===== src/rtl/rx_slot_arbiter.sv =====
// Gathers one IQ sample per active receiver, then streams the round rx0..rx(n-1)
// on a registered valid/ready interface with per-receiver sticky overrun flags.
module rx_slot_arbiter #(
  parameter int unsigned NR = 6,
  parameter int unsigned DW = 24
) (
  input  logic              clk,
  input  logic              rst,
  input  logic [2:0]        active_nrx,
  input  logic [NR-1:0]     rx_valid,
  input  logic [NR*DW-1:0]  rx_i,
  input  logic [NR*DW-1:0]  rx_q,
  output logic [2*DW-1:0]   out_tdata,
  output logic              out_tvalid,
  input  logic              out_tready,
  output logic              out_tfirst,
  output logic              out_tlast,
  output logic [NR-1:0]     overrun,
  input  logic              overrun_clr,
  output logic              busy
);

  localparam int unsigned CW = 3;
  localparam logic [0:0] S_IDLE = 1'b0;
  localparam logic [0:0] S_SEND = 1'b1;

  logic [0:0]         state;
  logic [0:0]         state_next;
  logic [CW-1:0]      idx;
  logic [CW-1:0]      idx_next;
  logic [CW-1:0]      nrx_lat;
  logic [CW-1:0]      nrx_next;
  logic [CW-1:0]      nrx_req;
  logic [NR-1:0]      full;
  logic [NR-1:0]      full_next;
  logic [NR-1:0]      ovr_next;
  logic [NR-1:0]      lat_mask;
  logic [NR-1:0]      keep_mask;
  logic [NR-1:0]      hs_mask;
  logic [NR-1:0]      accept;
  logic [NR-1:0]      ovr_set;
  logic [2*DW-1:0]    buffer [NR];
  logic               hs;
  logic               all_full;
  logic               last_beat;

  // Requested receiver count: 0 means 1, anything above NR means NR
  always_comb begin
    nrx_req = active_nrx;
    if (active_nrx == CW'(0)) begin
      nrx_req = CW'(1);
    end else if (active_nrx > CW'(NR)) begin
      nrx_req = CW'(NR);
    end
  end

  assign hs        = out_tvalid && out_tready;
  assign last_beat = (idx == nrx_lat - CW'(1));

  always_comb begin
    for (int k = 0; k < NR; k++) begin
      lat_mask[k] = (CW'(k) < nrx_lat);
    end
  end

  assign all_full = &(full | ~lat_mask);

  // Next-state logic; the count only tracks active_nrx while staying in IDLE
  always_comb begin
    state_next = state;
    idx_next   = idx;
    nrx_next   = nrx_lat;
    case (state)
      S_IDLE: begin
        if (all_full) begin
          state_next = S_SEND;
          idx_next   = CW'(0);
        end else begin
          nrx_next = nrx_req;
        end
      end
      S_SEND: begin
        if (hs) begin
          if (last_beat) begin
            state_next = S_IDLE;
            idx_next   = CW'(0);
          end else begin
            idx_next = idx + CW'(1);
          end
        end
      end
      default: begin
        state_next = S_IDLE;
        idx_next   = CW'(0);
      end
    endcase
  end

  // Capture/overrun per receiver; a handshake on slot k frees it for a same-cycle sample
  always_comb begin
    for (int k = 0; k < NR; k++) begin
      hs_mask[k]   = hs && (idx == CW'(k));
      accept[k]    = rx_valid[k] && lat_mask[k] && (!full[k] || hs_mask[k]);
      ovr_set[k]   = rx_valid[k] && lat_mask[k] && full[k] && !hs_mask[k];
      keep_mask[k] = (CW'(k) < nrx_next);
    end
    full_next = ((full & ~hs_mask) | accept) & keep_mask;
    ovr_next  = ((overrun & ~{NR{overrun_clr}}) | ovr_set) & keep_mask;
  end

  always_ff @(posedge clk) begin
    if (rst) begin
      state      <= S_IDLE;
      idx        <= CW'(0);
      nrx_lat    <= CW'(1);
      full       <= '0;
      overrun    <= '0;
      out_tvalid <= 1'b0;
      out_tfirst <= 1'b0;
      out_tlast  <= 1'b0;
      out_tdata  <= '0;
      busy       <= 1'b0;
      for (int k = 0; k < NR; k++) begin
        buffer[k] <= '0;
      end
    end else begin
      state      <= state_next;
      idx        <= idx_next;
      nrx_lat    <= nrx_next;
      full       <= full_next;
      overrun    <= ovr_next;
      out_tvalid <= (state_next == S_SEND);
      busy       <= (state_next == S_SEND);
      out_tfirst <= (state_next == S_SEND) && (idx_next == CW'(0));
      out_tlast  <= (state_next == S_SEND) && (idx_next == nrx_next - CW'(1));
      // The offered slot is full and not handshaken, so its buffer cannot change under it
      out_tdata  <= (state_next == S_SEND) ? buffer[idx_next] : '0;
      for (int k = 0; k < NR; k++) begin
        if (accept[k]) begin
          buffer[k] <= {rx_i[k*DW +: DW], rx_q[k*DW +: DW]};
        end
      end
    end
  end

endmodule

===== config.mk =====
export PLATFORM = sky130hd
export DESIGN_NAME = rx_slot_arbiter
export DESIGN_NICKNAME = d
export VERILOG_FILES = /design/src/rtl/rx_slot_arbiter.sv
export SDC_FILE = /design/constraint.sdc
export NUM_CORES = 1
export LEC_CHECK = 0
export BUFFER_PORTS_ARGS = -buffer_cell sky130_fd_sc_hd__buf_2
export CORE_UTILIZATION = 54
export CTS_CLUSTER_DIAMETER = 50
export DETAILED_ROUTE_END_ITERATION = 7
export PLACE_DENSITY = 0.84
export REMOVE_ABC_BUFFERS = 1
export SLEW_MARGIN = 20
export SYNTH_ARGS = -nofsm -noshare
export SYNTH_HDL_FRONTEND = slang
export SYNTH_SLANG_ARGS = --single-unit

===== constraint.sdc =====
create_clock -name clk -period 4 [get_ports clk]
set_input_delay 0 -clock clk [delete_from_list [all_inputs] [get_ports clk]]
set_output_delay 0 -clock clk [all_outputs]
set_load 0.01 [all_outputs]

Yosys cells after proc, flatten, opt, wreduce, memory -nomap -nowiden

Memories as Yosys holds them, arrays and structs flattened. A register that Yosys moved wholly into a read port is not among the register bits.
Index checks and enable logic that the tools add are counted.

Memory bits (writable): 288
Logic and storage cells: 143
Memory bits (read-only): 0
Register bits: 21
Memories kept: 1
Bits in latches: 0
Input port bits: 301
Output and inout port bits: 58

Memories:

| memory | words | bits a word | rd ports | clocked after Yosys merged registers in | write ports | line | RTL |
|---|---|---|---|---|---|---|---|
| buffer | 6     | 48          | 1        | 1                                       | 6           | 42   | `logic [2*DW-1:0] buffer [NR];` |

Multipliers: 0
Muxes and demuxes: 38
Shift-type cells: 0
Reductions and logical operators: 56
Bitwise logic cells: 18
Add/sub/neg operators: 3
$lt $le $gt $ge: 13
Equality and inequality tests: 7
Divide/modulo/power cells: 0

Operator list:

| cell                  | count |
|---|---|
| $mux W48              | 6 |
| $logic_and A1 B1 Y1   | 33 |
| $and A6 B6 Y6         | 4 |
| $mux W1               | 23 |
| $mux W3               | 7 |
| $not A6 Y6            | 3 |
| $or A6 B6 Y6          | 3 |
| $logic_not A1 Y1      | 12 |
| $lt A1 B3 Y1 const A  | 4 |
| $lt A2 B3 Y1 const A  | 4 |
| $lt A3 B3 Y1 const A  | 4 |
| $logic_not A3 Y1      | 3 |
| $eq A3 B2 Y1 const B  | 2 |
| $eq A3 B3 Y1          | 2 |
| $eq A3 B3 Y1 const B  | 2 |
| $logic_or A1 B1 Y1    | 6 |
| $or A1 B1 Y1          | 6 |
| $pmux W3 S2           | 1 |
| $reduce_and A6 Y1     | 1 |
| $sub A3 B1 Y3 const B | 2 |
| $add A3 B1 Y3 const B | 1 |
| $eq A3 B1 Y1 const B  | 1 |
| $gt A3 B3 Y1 const B  | 1 |
| $not A1 Y1            | 2 |
| other kinds (2)       | 2 |

Longest topological paths before layout

Depth in word-level cells: 9
Depth in mapped cells: 12
Gate-level depth less buffers: 10

Worst setup path after synthesis

OpenSTA, ideal clock, no wires.

Path type: register -> register
Start: reg, netlist name state
End: mem buffer[0][0] in the netlist's numbering (enable)
Cell stages (with the launch flop): 6
Library setup time: 0.464 ns
Arrival time: 3.262 ns
Period minus slack after synthesis: 3.725 ns
Setup slack: 0.275 ns
Data required time: 3.536 ns
Buffers on the path: 0
Cells stage by stage: dfxtp_1 nand2_1 nor2_1 a21boi_0 nand2b_1 o21bai_1

RTL lines:

| element   | line |
|---|---|
| to (decl) | 42 |

Final worst setup path

Start: reg nrx_lat[0]
End: reg out_tdata[12], read port of buffer

Word-level cells in the longest chain between the ends: 8
Elaborated cells between the ends (all ways): 21
Those cells by class: 1 x add/sub; 6 x order compare; 1 x eq/ne; 8 x mux; 3 x bitwise; 2 x reduce/logical

RTL lines:

| element                                    | line | RTL |
|---|---|---|
| from (decl)                                | 31   | `logic [CW-1:0] nrx_lat;` |
| from (signal assigned)                     | 129  | `nrx_lat <= nrx_next;` |
| $lt A1 B3 Y1, or another cell as far along | 62   | `lat_mask[k] = (CW'(k) < nrx_lat);` |
| $not A6 Y6                                 | 66   | `assign all_full = &(full \| ~lat_mask);` |
| $or A6 B6 Y6                               | 66   |  |
| $reduce_and A6 Y1                          | 66   |  |
| $mux W1                                    | 75   | `if (all_full) begin` |
| $pmux W1 S2                                | 73   | `case (state)` |
| $not A1 Y1 (no line)                       | n/a  |  |
| $reduce_or A2 Y1 (no line)                 | n/a  |  |
| to (decl)                                  | 13   | `output logic [2*DW-1:0] out_tdata,` |

Parallel ways exist; a longest one is shown, timed or not.
A chain may end at the register's enable or synchronous reset.

==> results.toml <==
[outcome]
outcome = "complete, no violations"

[route]
drt-total-wl_mm = 53.3
dr.pass1.iters = 5
route.detailed.wl_per_inst_um = 24.7
drc = 0
drt_iter0_drc = 1035
vias = 12400
final_antenna_net_count = 0
avgViaCountPerCell = 5.74

[clock_network]
cts_sinks = 357
path_clk_slew_ns = 0.06
worstSkewPairLatency_ns = 0.52
cts-htree-levels = 2
cts-buffers-inserted = 38
cts-root-to-sink-buffers = 3
postCtsSetupBuffers = 0
cts_tree = "yes"
cts_resized = 0
cts.root.buffer_cell = "sky130_fd_sc_hd__clkbuf_16"

[sta]
least_setup_slack_across_all_paths_after_layout_ns = 0.491
worstMarginPinSlew_ns = 1.02
finClkSkew_ns = 0.0204
finalMaxSlewViolations = 0
grt_setup_unrepaired = "false"
fin_crit_sh_pct = 87.7
final_hold_viol_count = 0
setup_viol = 0
timing.slew.headroom_pct = 31.7
fmax_mhz = 285
layout_min_cycle_time_ns = 3.51
hold_slack_ns = 0.00336

[logic_synthesis]
dominantRegCellSynth = "sky130_fd_sc_hd__edfxtp_1"
synth-edff-count = 288
synthesis.yosys.warnings = 0
synth_async_sr_flop_share_pct = 0
synth.lib_cells_used.distinct = 56
synthesis.area_per_instance_um2 = 14.2
post-synth-top-area-fraction_pct = 56.0
synth_area_leader = "sky130_fd_sc_hd__edfxtp_1"
synth_area_um2 = 15400
synthesis.instances = 1091
ys_seq_area_share_pct = 65.0
netlist_top_cells_area = "sky130_fd_sc_hd__edfxtp_1 56%, sky130_fd_sc_hd__and2_1 12%, sky130_fd_sc_hd__dfxtp_1 8.9%"
synth.ff_latch_count = 357

[run]
maxCapViolations = 0

[place]
io_buffer_count = 358
finalWeightedCongestion = 0.876
pre_cts_slack_ns = 0.554
post-dp-hpwl_mm = 28.0

[global_route]
antenna_found_initial = 9
groute.usage.overall_pct = 36.5
grt_start_max_net_pins = 55
grt_pass1_wl_mm = 77.3
via_count_of_the_first_global_routing_pass = 13300
overflow = 0

[floorplan]
top_level_ports = 359
placementRows = 61
die_area_um2 = 29300
floorplan.initialDensity_pct = 55.3
die_span_x_um = 171
die_y_um = 171
design.core.area_um2 = 27900

[setup_path]
crit_path_from = "nrx_lat[0]"
cp-end-kind = "flop"
required_ns = 4.38
r2r_start = "nrx_lat[0]"
critical_path_arrival_ns = 3.89
path_max_fanout = 34
criticalPathCategory = "reg -> reg"
worst_setup_path_start_kind = "flop"
timing.reg2reg.setup_slack_ns = 0.49

[power]
power.combinational.fraction_pct = 19.7
p_int_mw = 7.42
leakage_nw = 9.53
p_per_area_nw_per_um2 = 464
seq_power_share_pct = 46.0
irDropWorstVdd_mv = 0.370
clkPwrFrac_pct = 34.3
switchingPower_mw = 2.75
power_mw = 10.2
sw_frac_of_total_pct = 27.1

[layout]
fraction_of_layout_instances_using_a_drive_strength_above_1_pct = 30.2
fill_cells = 1568
flow.area_growth_from_synthesis_pct = 42.0
nets = 2051

[worst_hold_path]
hold_start = "rx_valid[1]"
hold_path.class = "in -> reg"
## synth_stat cells (3+ instances only)
master and count:
sky130_fd_sc_hd__a211oi_1 3, sky130_fd_sc_hd__a21oi_1 8, sky130_fd_sc_hd__a221oi_1 29, sky130_fd_sc_hd__a221oi_2 20, sky130_fd_sc_hd__and2_1 293, sky130_fd_sc_hd__buf_2 11
sky130_fd_sc_hd__buf_4 10, sky130_fd_sc_hd__buf_6 9, sky130_fd_sc_hd__clkbuf_1 38, sky130_fd_sc_hd__clkbuf_2 3, sky130_fd_sc_hd__dfxtp_1 69, sky130_fd_sc_hd__edfxtp_1 288
sky130_fd_sc_hd__ha_1 8, sky130_fd_sc_hd__inv_1 9, sky130_fd_sc_hd__mux2_2 48, sky130_fd_sc_hd__mux2i_1 96, sky130_fd_sc_hd__nand2_1 16, sky130_fd_sc_hd__nand2b_1 5
sky130_fd_sc_hd__nand3_1 6, sky130_fd_sc_hd__nor2_1 16, sky130_fd_sc_hd__nor2b_1 5, sky130_fd_sc_hd__nor3_1 7, sky130_fd_sc_hd__o21ai_0 45, sky130_fd_sc_hd__o21ai_1 6
sky130_fd_sc_hd__o21bai_1 3, sky130_fd_sc_hd__xor2_1 4
## per-stage QoR
stage / TNS (ns) / util (%) / instances / instance area (µm²)
after detailed placement: 0 / 63.4 / 1783 / 17700
after global routing: 0 / 78.5 / 2158 / 21900
after floorplan: -324.99 / - / 1018 / 15000
after global placement: 0 / 63.4 / 1783 / 17700
final: 0 / 78.5 / 2159 / 21900
after CTS: 0 / 78.4 / 2149 / 21900
## power by group through the flow
| stage | sequential (mW) | clock [mW] | combinational (mW) |
|---|---|---|---|
| after floorplan | 4.72 | 0 | 1.15 |
| after global placement | 4.70 | 0 | 1.65 |
| after detailed placement | 4.72 | 0 | 1.69 |
| after CTS | 4.65 | 3.44 | 1.93 |
| after global routing | 4.70 | 3.64 | 2.11 |
| final | 4.68 | 3.49 | 2.01 |
## sequential cells by signal, indices dropped and copies added, names as in the netlist
register,count
out_tfirst,1
full,6
nrx_lat,3
buffer,288
out_tlast,1
state,1
idx,3
out_tdata,48
overrun,6
## critical path, stage by stage, from the launching register on
cell	delay (ns)
sky130_fd_sc_hd__dfxtp_1	0.54
sky130_fd_sc_hd__inv_1	0.11
sky130_fd_sc_hd__ha_1	0.33
sky130_fd_sc_hd__xor2_1	0.28
sky130_fd_sc_hd__and3_4	0.28
sky130_fd_sc_hd__o32ai_1	0.12
sky130_fd_sc_hd__a21oi_4	0.22
sky130_fd_sc_hd__and2_2	0.87
sky130_fd_sc_hd__buf_4	0.43
sky130_fd_sc_hd__a221oi_1	0.16
## layer usage
layer | global-route usage (%) | share of wire (%) | vias up
met4 | 23.4 | 6.0 | 0
li1 | - | - | 5275
met2 | 63.4 | 51 | 873
met5 | 0 | 0 | -
met3 | 6.92 | 8.0 | 231
met1 | 41.2 | 35 | 6019
## path summary, 6_finish.rpt
check,end,depth (start not counted)
setup / recovery,out_tdata[12],9
hold / removal,full[1],3
setup reg to reg,out_tdata[12],9
hold reg to reg,full[4],2
## repair_timing
action | in CTS | in global routing
endpoints found under the hold margin | 302 | 0
hold buffers | 297 | 0
setup endpoints to repair | 0 | 0
## logic make-up (layout without fill, tap and decap cells)
group	after synthesis	after routing	synth area share, %
buffers and inverters	82	762	2.84
other	0	10	0
adders and majority gates	8	8	0.648
xor gates and xnor gates	8	8	0.640
muxes	145	145	9.87
DFF	357	357	65.0
AOI/OAI and AO/OA	133	133	7.04
and+or+nand+nor	358	358	14.0
## cell type report
| cell class | instances | area (µm²) | share of cell area (%) |
|---|---|---|---|
| Timing Repair Buffer | 684 | 5060 | 23.1 |
| Sequential cell | 357 | 10000 | 45.7 |
| Clock inverter | 10 | 110 | 0.502 |
| Clock buffer | 59 | 1100 | 5.02 |
| Tap cell | 378 | 473 | 2.16 |
| Antenna cell | 10 | 25.0 | 0.114 |
| Multi-Input combinational cell | 652 | 5100 | 23.3 |
| Inverter | 9 | 33.8 | 0.154 |
## layout by cell type (no fill, tap or decap), drive strengths merged, types with 3 or more instances in the layout
cell type and count:
a211oi 4, a21oi 10, a221oi 49, and2 293, buf 387, clkbuf 59
clkinv 5, dfxtp 69, diode 10, dlygate4sd3 297, edfxtp 288, ha 8
inv 11, mux2 48, mux2i 97, nand2 16, nand2b 5, nand3 6
nor2 17, nor2b 5, nor3 9, o21ai 51, o21bai 3, xnor2 3
xor2 4
Note: power is estimated with default switching activity, not from simulation.
